<file path="src/rtl/alu_shift_sequencer_if.sv">
// Bundle between the sequencer, its decode-side requester and the 32-bit ALU.
// The sequencer is the slave: it takes requests and ALU results and drives the
// ALU operands and the completion/result signals.
interface alu_shift_sequencer_if;
  // Request from decode
  logic        start;
  logic [3:0]  func;
  logic [31:0] reg_a;
  logic [31:0] reg_b;
  logic [4:0]  shamt;
  // ALU connection
  logic [31:0] alu_a;
  logic [31:0] alu_b;
  logic [3:0]  alu_op;
  logic [31:0] alu_out;
  logic        alu_zero;
  // Completion / status
  logic        busy;
  logic        done;
  logic [31:0] result;
  logic        result_zero;
  logic        illegal;

  modport master (
    output start, func, reg_a, reg_b, shamt, alu_out, alu_zero,
    input  alu_a, alu_b, alu_op, busy, done, result, result_zero, illegal
  );

  modport slave (
    input  start, func, reg_a, reg_b, shamt, alu_out, alu_zero,
    output alu_a, alu_b, alu_op, busy, done, result, result_zero, illegal
  );
endinterface

</file>
<file path="src/rtl/alu_shift_sequencer.sv">
// Execute-stage sequencer around a single-bit-shift 32-bit ALU. Single-cycle
// ALU ops complete after one EXEC cycle; shifts/rotates loop through SHIFT
// once per bit of the requested amount, feeding the ALU output back to A.
// All ALU-facing outputs are registered so the ALU gets a full cycle to settle.
module alu_shift_sequencer (
  input  logic                  clk_i,
  input  logic                  rst_ni,
  alu_shift_sequencer_if.slave  bus
);

  typedef enum logic [1:0] {IDLE, EXEC, SHIFT} state_e;

  state_e      state_q;
  logic [31:0] w_q;
  logic [31:0] b_q;
  logic [3:0]  f_q;
  logic [4:0]  c_q;
  logic [4:0]  c_d;
  logic [31:0] alu_a_q;
  logic [31:0] alu_b_q;
  logic [3:0]  alu_op_q;
  logic [31:0] result_q;
  logic        result_zero_q;
  logic        busy_q;
  logic        done_q;
  logic        illegal_q;

  function automatic logic is_shift(input logic [3:0] f);
    case (f)
      4'b1000, 4'b1001, 4'b1010, 4'b1100, 4'b1101: return 1'b1;
      default:                                     return 1'b0;
    endcase
  endfunction

  function automatic logic is_legal(input logic [3:0] f);
    case (f)
      4'b0000, 4'b0001, 4'b0010, 4'b0011, 4'b0100: return 1'b1;
      default:                                     return is_shift(f);
    endcase
  endfunction

  // Remaining-iteration count after the current SHIFT cycle
  assign c_d = c_q - 5'd1;

  // Sequencer FSM with registered ALU drive and completion outputs
  always_ff @(posedge clk_i) begin
    if (!rst_ni) begin
      state_q       <= IDLE;
      w_q           <= '0;
      b_q           <= '0;
      f_q           <= '0;
      c_q           <= '0;
      alu_a_q       <= '0;
      alu_b_q       <= '0;
      alu_op_q      <= '0;
      result_q      <= '0;
      result_zero_q <= 1'b0;
      busy_q        <= 1'b0;
      done_q        <= 1'b0;
      illegal_q     <= 1'b0;
    end else begin
      done_q    <= 1'b0;
      illegal_q <= 1'b0;
      case (state_q)
        IDLE: begin
          alu_a_q  <= '0;
          alu_b_q  <= '0;
          alu_op_q <= '0;
          if (bus.start) begin
            w_q     <= bus.reg_a;
            b_q     <= bus.reg_b;
            f_q     <= bus.func;
            c_q     <= bus.shamt;
            busy_q  <= 1'b1;
            alu_a_q <= bus.reg_a;
            if (is_shift(bus.func) && (bus.shamt != 5'd0)) begin
              // Single-bit ALU shift: B is unused, op stays fixed per iteration
              alu_b_q  <= '0;
              alu_op_q <= bus.func;
              state_q  <= SHIFT;
            end else begin
              // Illegal codes are never presented to the ALU
              alu_b_q  <= bus.reg_b;
              alu_op_q <= is_legal(bus.func) ? bus.func : 4'b0000;
              state_q  <= EXEC;
            end
          end
        end

        EXEC: begin
          if (!is_legal(f_q)) begin
            result_q      <= '0;
            result_zero_q <= 1'b1;
            illegal_q     <= 1'b1;
          end else if (is_shift(f_q)) begin
            // Zero-amount shift: operand passes through untouched
            result_q      <= w_q;
            result_zero_q <= (w_q == 32'd0);
          end else begin
            result_q      <= bus.alu_out;
            result_zero_q <= bus.alu_zero;
          end
          done_q   <= 1'b1;
          busy_q   <= 1'b0;
          alu_a_q  <= '0;
          alu_b_q  <= '0;
          alu_op_q <= '0;
          state_q  <= IDLE;
        end

        SHIFT: begin
          w_q     <= bus.alu_out;
          c_q     <= c_d;
          alu_a_q <= bus.alu_out;
          if (c_q == 5'd1) begin
            result_q      <= bus.alu_out;
            result_zero_q <= bus.alu_zero;
            done_q        <= 1'b1;
            busy_q        <= 1'b0;
            alu_a_q       <= '0;
            alu_b_q       <= '0;
            alu_op_q      <= '0;
            state_q       <= IDLE;
          end
        end

        default: state_q <= IDLE;
      endcase
    end
  end

  assign bus.alu_a       = alu_a_q;
  assign bus.alu_b       = alu_b_q;
  assign bus.alu_op      = alu_op_q;
  assign bus.result      = result_q;
  assign bus.result_zero = result_zero_q;
  assign bus.busy        = busy_q;
  assign bus.done        = done_q;
  assign bus.illegal     = illegal_q;

endmodule
</file>
<file path="src/flat_wrapper.sv">
// flat-port wrapper written by rule: the top's interface ports become plain ports
module alu_shift_sequencer_flat 
  (clk_i, rst_ni, bus_start, bus_func, bus_reg_a, bus_reg_b, bus_shamt, bus_alu_out, bus_alu_zero, bus_alu_a, bus_alu_b, bus_alu_op, bus_busy, bus_done, bus_result, bus_result_zero, bus_illegal);
  alu_shift_sequencer_if bus_i ();
  input  logic clk_i;
  input  logic rst_ni;
  input wire logic [$bits(bus_i.start)-1:0] bus_start;
  input wire logic [$bits(bus_i.func)-1:0] bus_func;
  input wire logic [$bits(bus_i.reg_a)-1:0] bus_reg_a;
  input wire logic [$bits(bus_i.reg_b)-1:0] bus_reg_b;
  input wire logic [$bits(bus_i.shamt)-1:0] bus_shamt;
  input wire logic [$bits(bus_i.alu_out)-1:0] bus_alu_out;
  input wire logic [$bits(bus_i.alu_zero)-1:0] bus_alu_zero;
  output wire logic [$bits(bus_i.alu_a)-1:0] bus_alu_a;
  output wire logic [$bits(bus_i.alu_b)-1:0] bus_alu_b;
  output wire logic [$bits(bus_i.alu_op)-1:0] bus_alu_op;
  output wire logic [$bits(bus_i.busy)-1:0] bus_busy;
  output wire logic [$bits(bus_i.done)-1:0] bus_done;
  output wire logic [$bits(bus_i.result)-1:0] bus_result;
  output wire logic [$bits(bus_i.result_zero)-1:0] bus_result_zero;
  output wire logic [$bits(bus_i.illegal)-1:0] bus_illegal;
  assign bus_i.start = bus_start;
  assign bus_i.func = bus_func;
  assign bus_i.reg_a = bus_reg_a;
  assign bus_i.reg_b = bus_reg_b;
  assign bus_i.shamt = bus_shamt;
  assign bus_i.alu_out = bus_alu_out;
  assign bus_i.alu_zero = bus_alu_zero;
  assign bus_alu_a = bus_i.alu_a;
  assign bus_alu_b = bus_i.alu_b;
  assign bus_alu_op = bus_i.alu_op;
  assign bus_busy = bus_i.busy;
  assign bus_done = bus_i.done;
  assign bus_result = bus_i.result;
  assign bus_result_zero = bus_i.result_zero;
  assign bus_illegal = bus_i.illegal;
  alu_shift_sequencer u_core (.clk_i(clk_i), .rst_ni(rst_ni), .bus(bus_i));
endmodule
</file>
<file path="config.mk">
export PLATFORM = sky130hd
export DESIGN_NAME = alu_shift_sequencer_flat
export DESIGN_NICKNAME = d
export VERILOG_FILES = /design/src/rtl/alu_shift_sequencer_if.sv /design/src/rtl/alu_shift_sequencer.sv /design/src/flat_wrapper.sv
export SDC_FILE = /design/constraint.sdc
export NUM_CORES = 1
export LEC_CHECK = 0
export CORE_ASPECT_RATIO = 2
export CORE_MARGIN = 5
export CORE_UTILIZATION = 42
export CTS_CLUSTER_SIZE = 40
export DETAILED_ROUTE_END_ITERATION = 8
export PLACE_DENSITY = 0.85
export SLEW_MARGIN = 0
export SYNTH_ARGS = -nofsm -noshare
export SYNTH_HDL_FRONTEND = slang
export SYNTH_SLANG_ARGS = --single-unit
</file>
<file path="constraint.sdc">
create_clock -name clk_i -period 2.2 [get_ports clk_i]
set_clock_uncertainty 0.2 [all_clocks]
set_input_delay 0.22 -clock clk_i [delete_from_list [all_inputs] [get_ports clk_i]]
set_output_delay 0.22 -clock clk_i [all_outputs]
set_load 0.02 [all_outputs]
</file>
Word-level counts from Yosys, hierarchy flattened
Index checks and enable logic that the tools add are counted.
{ "classes": {"n_reduce_logical": 20, "eq_ne": 23, "n_mux": 50, "shifts": 0, "n_bitwise": 0, "n_addsub": 1, "n_lt_le_gt_ge": 0, "div": 0, "mul": 0} }
{ "ops": {"columns": ["cell", "n"], "rows": [
  ["32-bit 2-to-1 mux", 9],
  ["32-bit one-hot mux with 3 select lines", 2],
  ["32-bit one-hot mux with 2 select lines", 2],
  ["4-bit equality test (second input constant)", 10],
  ["32-bit zero test", 1],
  ["1-bit 2-to-1 mux", 23],
  ["5-bit OR reduction", 4],
  ["4-bit by 2-bit equality test with 1-bit output (second input constant)", 4],
  ["4-bit 2-to-1 mux", 4],
  ["4-bit one-hot mux with 3 select lines", 1],
  ["2-bit AND reduction", 6],
  ["5-bit one-hot mux with 2 select lines", 1],
  ["4-bit by 1-bit equality test with 1-bit output (second input constant)", 2],
  ["4-bit by 3-bit equality test with 1-bit output (second input constant)", 2],
  ["4-bit zero test", 2],
  ["2-bit 2-to-1 mux", 3],
  ["5-bit by 1-bit equality test with 1-bit output (second input constant)", 1],
  ["5-bit 2-to-1 mux", 1],
  ["5-bit nonzero test", 1],
  ["5-bit by 1-bit subtractor with 5-bit output (second input constant)", 1],
  ["1-bit one-hot mux with 2 select lines", 2],
  ["2-bit one-hot mux with 2 select lines", 1],
  ["2-bit nonzero test", 2],
  ["1-bit one-hot mux with 3 select lines", 1],
  ["other kinds (8)", 8]
]} }
{ "word_totals": {"memories": 0, "ram_bits": 0, "in_bits": 109, "latchBits": 0, "ff_bits": 147, "out_inout_bits": 104, "elab_cells": 106, "romBits": 0} }

Logic depth before layout (Yosys ltp)
{ "logic_depth": {"depth_word": 15, "mapped_depth": 9, "ltp_nobuf": 6} }

Worst setup path before layout
OpenSTA, ideal clock, no wires.
{ "synth_path": {"path_type": "register -> register", "startpoint": "reg u_core.c_q[1]", "endpoint": "reg u_core.alu_b_q[0] (netlist: u_core.bus.alu_b[0])", "path_buffers": 2, "setup_slack_ns": -0.042, "path_stages_with_launch": 9, "t_arrival_ns": 1.983, "setup_time_ns": 0.060, "required_time_ns": 1.940, "path_cell_list": "dfxtp_1 -> inv_1 -> ha_1 -> or4b_4 -> buf_6 -> a21oi_4 -> nor4b_4 -> buf_6 -> a22o_1"} }
{ "synth_between": {"elab_chain_len": 3} }
{ "synth_lines": {"columns": ["item", "line", "source"], "rows": [
  ["start, declared", "alu_shift_sequencer.sv:17", "logic [4:0] c_q;"],
  ["start signal, assigned", "alu_shift_sequencer.sv:73", "c_q <= bus.shamt;"],
  ["5-bit by 1-bit equality test with 1-bit output", "alu_shift_sequencer.sv:115", "if (c_q == 5'd1) begin"],
  ["2-bit by 1-bit != test with 1-bit output (no source line)", null, null],
  ["2-bit AND reduction (no source line)", null, null],
  ["end signal, assigned", "alu_shift_sequencer.sv:83", "alu_b_q <= bus.reg_b;"],
  ["end, declared", "alu_shift_sequencer.sv:20", "logic [31:0] alu_b_q;"]
]} }
Every way passes these cells.
A chain may end at the register's enable or synchronous reset.

Worst setup path in the final report
{ "layout_path": {"startpoint": "reg u_core.c_q[1]", "endpoint": "reg u_core.alu_b_q[11] (netlist: u_core.bus.alu_b[11])"} }
The elaborated chain is that of the path after synthesis.

==> impl_metrics.ini <==
[critical_path]
critPathArrivalTime_ps = 2360
worstPathCellList = inv_2, ha_4, or4b_4, a21oi_4, nor4b_4, buf_4, buf_12, a22o_1
path_delay_family = simple AND/OR/NAND/NOR gates
cp-start-kind = register
critical_path.max_stage_delay_ps = 510
critPathKind = register to register
cp.depth = 8
worstPathRequired_ps = 2340
slowest_stage = or4b_4
reg2reg_depth = 8
crit_buf_inv = 3
end_kind = register
cp_max_fo = 16

[sta]
final_max_slew_viol_count = 0
fin_setup_tns_ps = -11.5
max_freq_mhz = 452
slew_headroom_pct = 50.2
finalCriticalPeriod_ps = 2210
layout_setup_ws_ps = -11.5
fin_crit_sh_pct = 101
rsz0062_at_grt = true
finalSetupViolations = 1
tightest_slew_ps = 747
final_hold_viol_count = 0

[floorplanning]
rows = 64
die_area_um2 = 18400
start_util_pct = 42.8
placeableCoreArea_um2 = 15400
die_y_um = 187
io_pins = 213
die-width_um = 98.5

[grt]
grt_usage_pct = 24.6
antenna_found_initial = 1
gr-total-overflow = 0
grt_max_degree = 67
grt_first_pass_wirelength_mm = 36.7
grt_pass1_vias = 7050

[routing]
wl_mm = 24.0
drt-pass1-iter-count = 8
vias_per_cell = 5.92
wl_per_cell_um = 20.1
drtIter0Drc = 562
vias = 7055
drc_errors = 0
drtAntennaViolNets = 0

[cells_and_area]
final_util_pct = 63.0
stdcell_area_um2 = 9690
nets = 1094
layout_commonest_cell = clkdlybuf4s50_1
layout_common_cells = clkdlybuf4s50_1 (211), dfxtp_1 (145), o21ai_0 (103)
instances_no_fill = 1191
syn2layout_area_growth_pct = 47.4
drive_gt1_share_pct = 8.77

[hold_path]
min_path_type = primary input to register
min_path_cells = 2

[clock_network]
cts_tree = yes
htreeDepth = 4
cts-buffers-inserted = 17
cts_buffer_depth = 2
cts.sinks = 147
worst_skew_pair.late_latency_ps = 420
clk_pin_slew_ps = 60
cts_root_buf = clkbuf_16

[power_and_ir_drop]
p_per_area_nw_per_um2 = 787
p_sw_mw = 2.14
p_seq_share_pct = 39.7
comb_power_share_pct = 20.9
p_int_mw = 5.49
irDropWorstVdd_v = 0.000536
pwr-share-clk_pct = 39.5
leakagePower_nw = 3.87
finalPower_mw = 7.62
p_sw_share_pct = 28.0

[yosys]
async_reset_ff_share_pct = 0
ys_types = 41
ys.flop_type = dfxtp_1
ys_seq_area_share_pct = 44.7
ys_ff_latch = 147
syn_nets = 900
netlist_instances = 785
syn_avg_cell_area_um2 = 8.38
synth_edf_count = 0
ys_warn_count = 0
synth.cell_area_um2 = 6580

[place]
io_buffer_count = 212
place.gp.congestion = 0.886
dpl_cell_area_um2 = 9010
dp_cells = 1153
hpwl_mm = 16.1

[run_status]
status = complete, but fails checks
failed_checks = negative setup slack

[run]
drv_cap = 0
-- per-stage QoR --
step	worst slack, ps	hold WS, ps
after floorplan	6.21	153
after global placement	-262	255
after detailed placement	-328	257
after CTS	-21.6	187
after global routing	-47.3	201
final	-11.5	196
-- worst paths after layout --
path | startpoint | slack, ps | to
worst max-delay path | u_core.c_q[1] | -10 | u_core.bus.alu_b[11]
worst min-delay path | bus_reg_b[24] | 200 | u_core.bus.alu_b[24]
worst max register to register | u_core.c_q[1] | -10 | u_core.bus.alu_b[11]
worst min register to register | u_core.bus.alu_b[3] | 270 | u_core.bus.alu_b[3]
-- registers in the layout (all words and copies together) (netlist names) --
| signal | flops |
|---|---|
| u_core.state_q | 2 |
| u_core.w_q | 32 |
| u_core.bus.illegal | 1 |
| u_core.bus.alu_a | 32 |
| u_core.f_q | 4 |
| u_core.c_q | 5 |
| u_core.bus.alu_op | 4 |
| u_core.bus.result | 32 |
| u_core.bus.done | 1 |
| u_core.bus.result_zero | 1 |
| u_core.bus.busy | 1 |
| u_core.bus.alu_b | 32 |
-- metal layers --
metal / vias to the layer above / global-route usage (%) / share of wire, %
li1: 3278 / - / -
met1: 3278 / 26.5 / 36
met2: 417 / 44.1 / 52
met3: 82 / 5.26 / 7.8
met4: 0 / 13.0 / 4.7
met5: - / 0 / 0
-- power by group through the flow --
stage          clock network [mW]  logic (mW)  registers (mW)
3_5_place_dp                    0        1.55            3.07
3_3_place_gp                    0        1.52            3.07
5_1_grt                      3.16        1.70            3.04
4_1_cts                      3.03        1.56            3.02
6_report                     3.01        1.59            3.02
2_1_floorplan                   0       0.654            3.19
-- cell families after synthesis --
| family | after synthesis | synth area share (%) |
|---|---|---|
| and+or+nand+nor | 276 | 22.2 |
| buffers and inverters | 86 | 5.38 |
| adders and majority gates | 6 | 1.14 |
| DFF | 147 | 44.7 |
| muxes | 6 | 0.951 |
| AOI/OAI and AO/OA | 264 | 25.6 |
-- what timing repair did --
action | in CTS | in global routing
hold buffers | 0 | 0
pin swaps | 12 | 6
gates resized for setup | 2 | 2
gates cloned | 0 | 1
buffers inserted | 0 | 4
setup endpoints to repair | 32 | 49
-- cells in the mapped netlist (all sizes together) (3+ instances only) --
cell type,n,area (um^2)
nor3,3,15.0
dfxtp,147,2940
nor4,8,50.1
ha,6,75.1
a311oi,32,280
inv,11,41.3
clkbuf,68,255
nand4,3,18.8
o21ai,104,521
nand3,4,20.0
buf,6,53.8
nand2,73,274
nand2b,36,225
a221oi,3,26.3
nor2,43,161
and3,97,607
a31oi,32,200
a22oi,5,37.5
a21oi,44,231
mux2i,4,40.0
a22o,33,289
-- final cells by class --
cell class	count	area (um^2)
fill	1288	5680
multi-input combinational	552	3350
sequential	147	2950
timing repair buffer	249	2490
clock buffer	21	460
tap	198	248
clock inverter	11	150
inverter	12	45.0
antenna	1	2.50
Note: power is estimated with default switching activity, not from simulation.
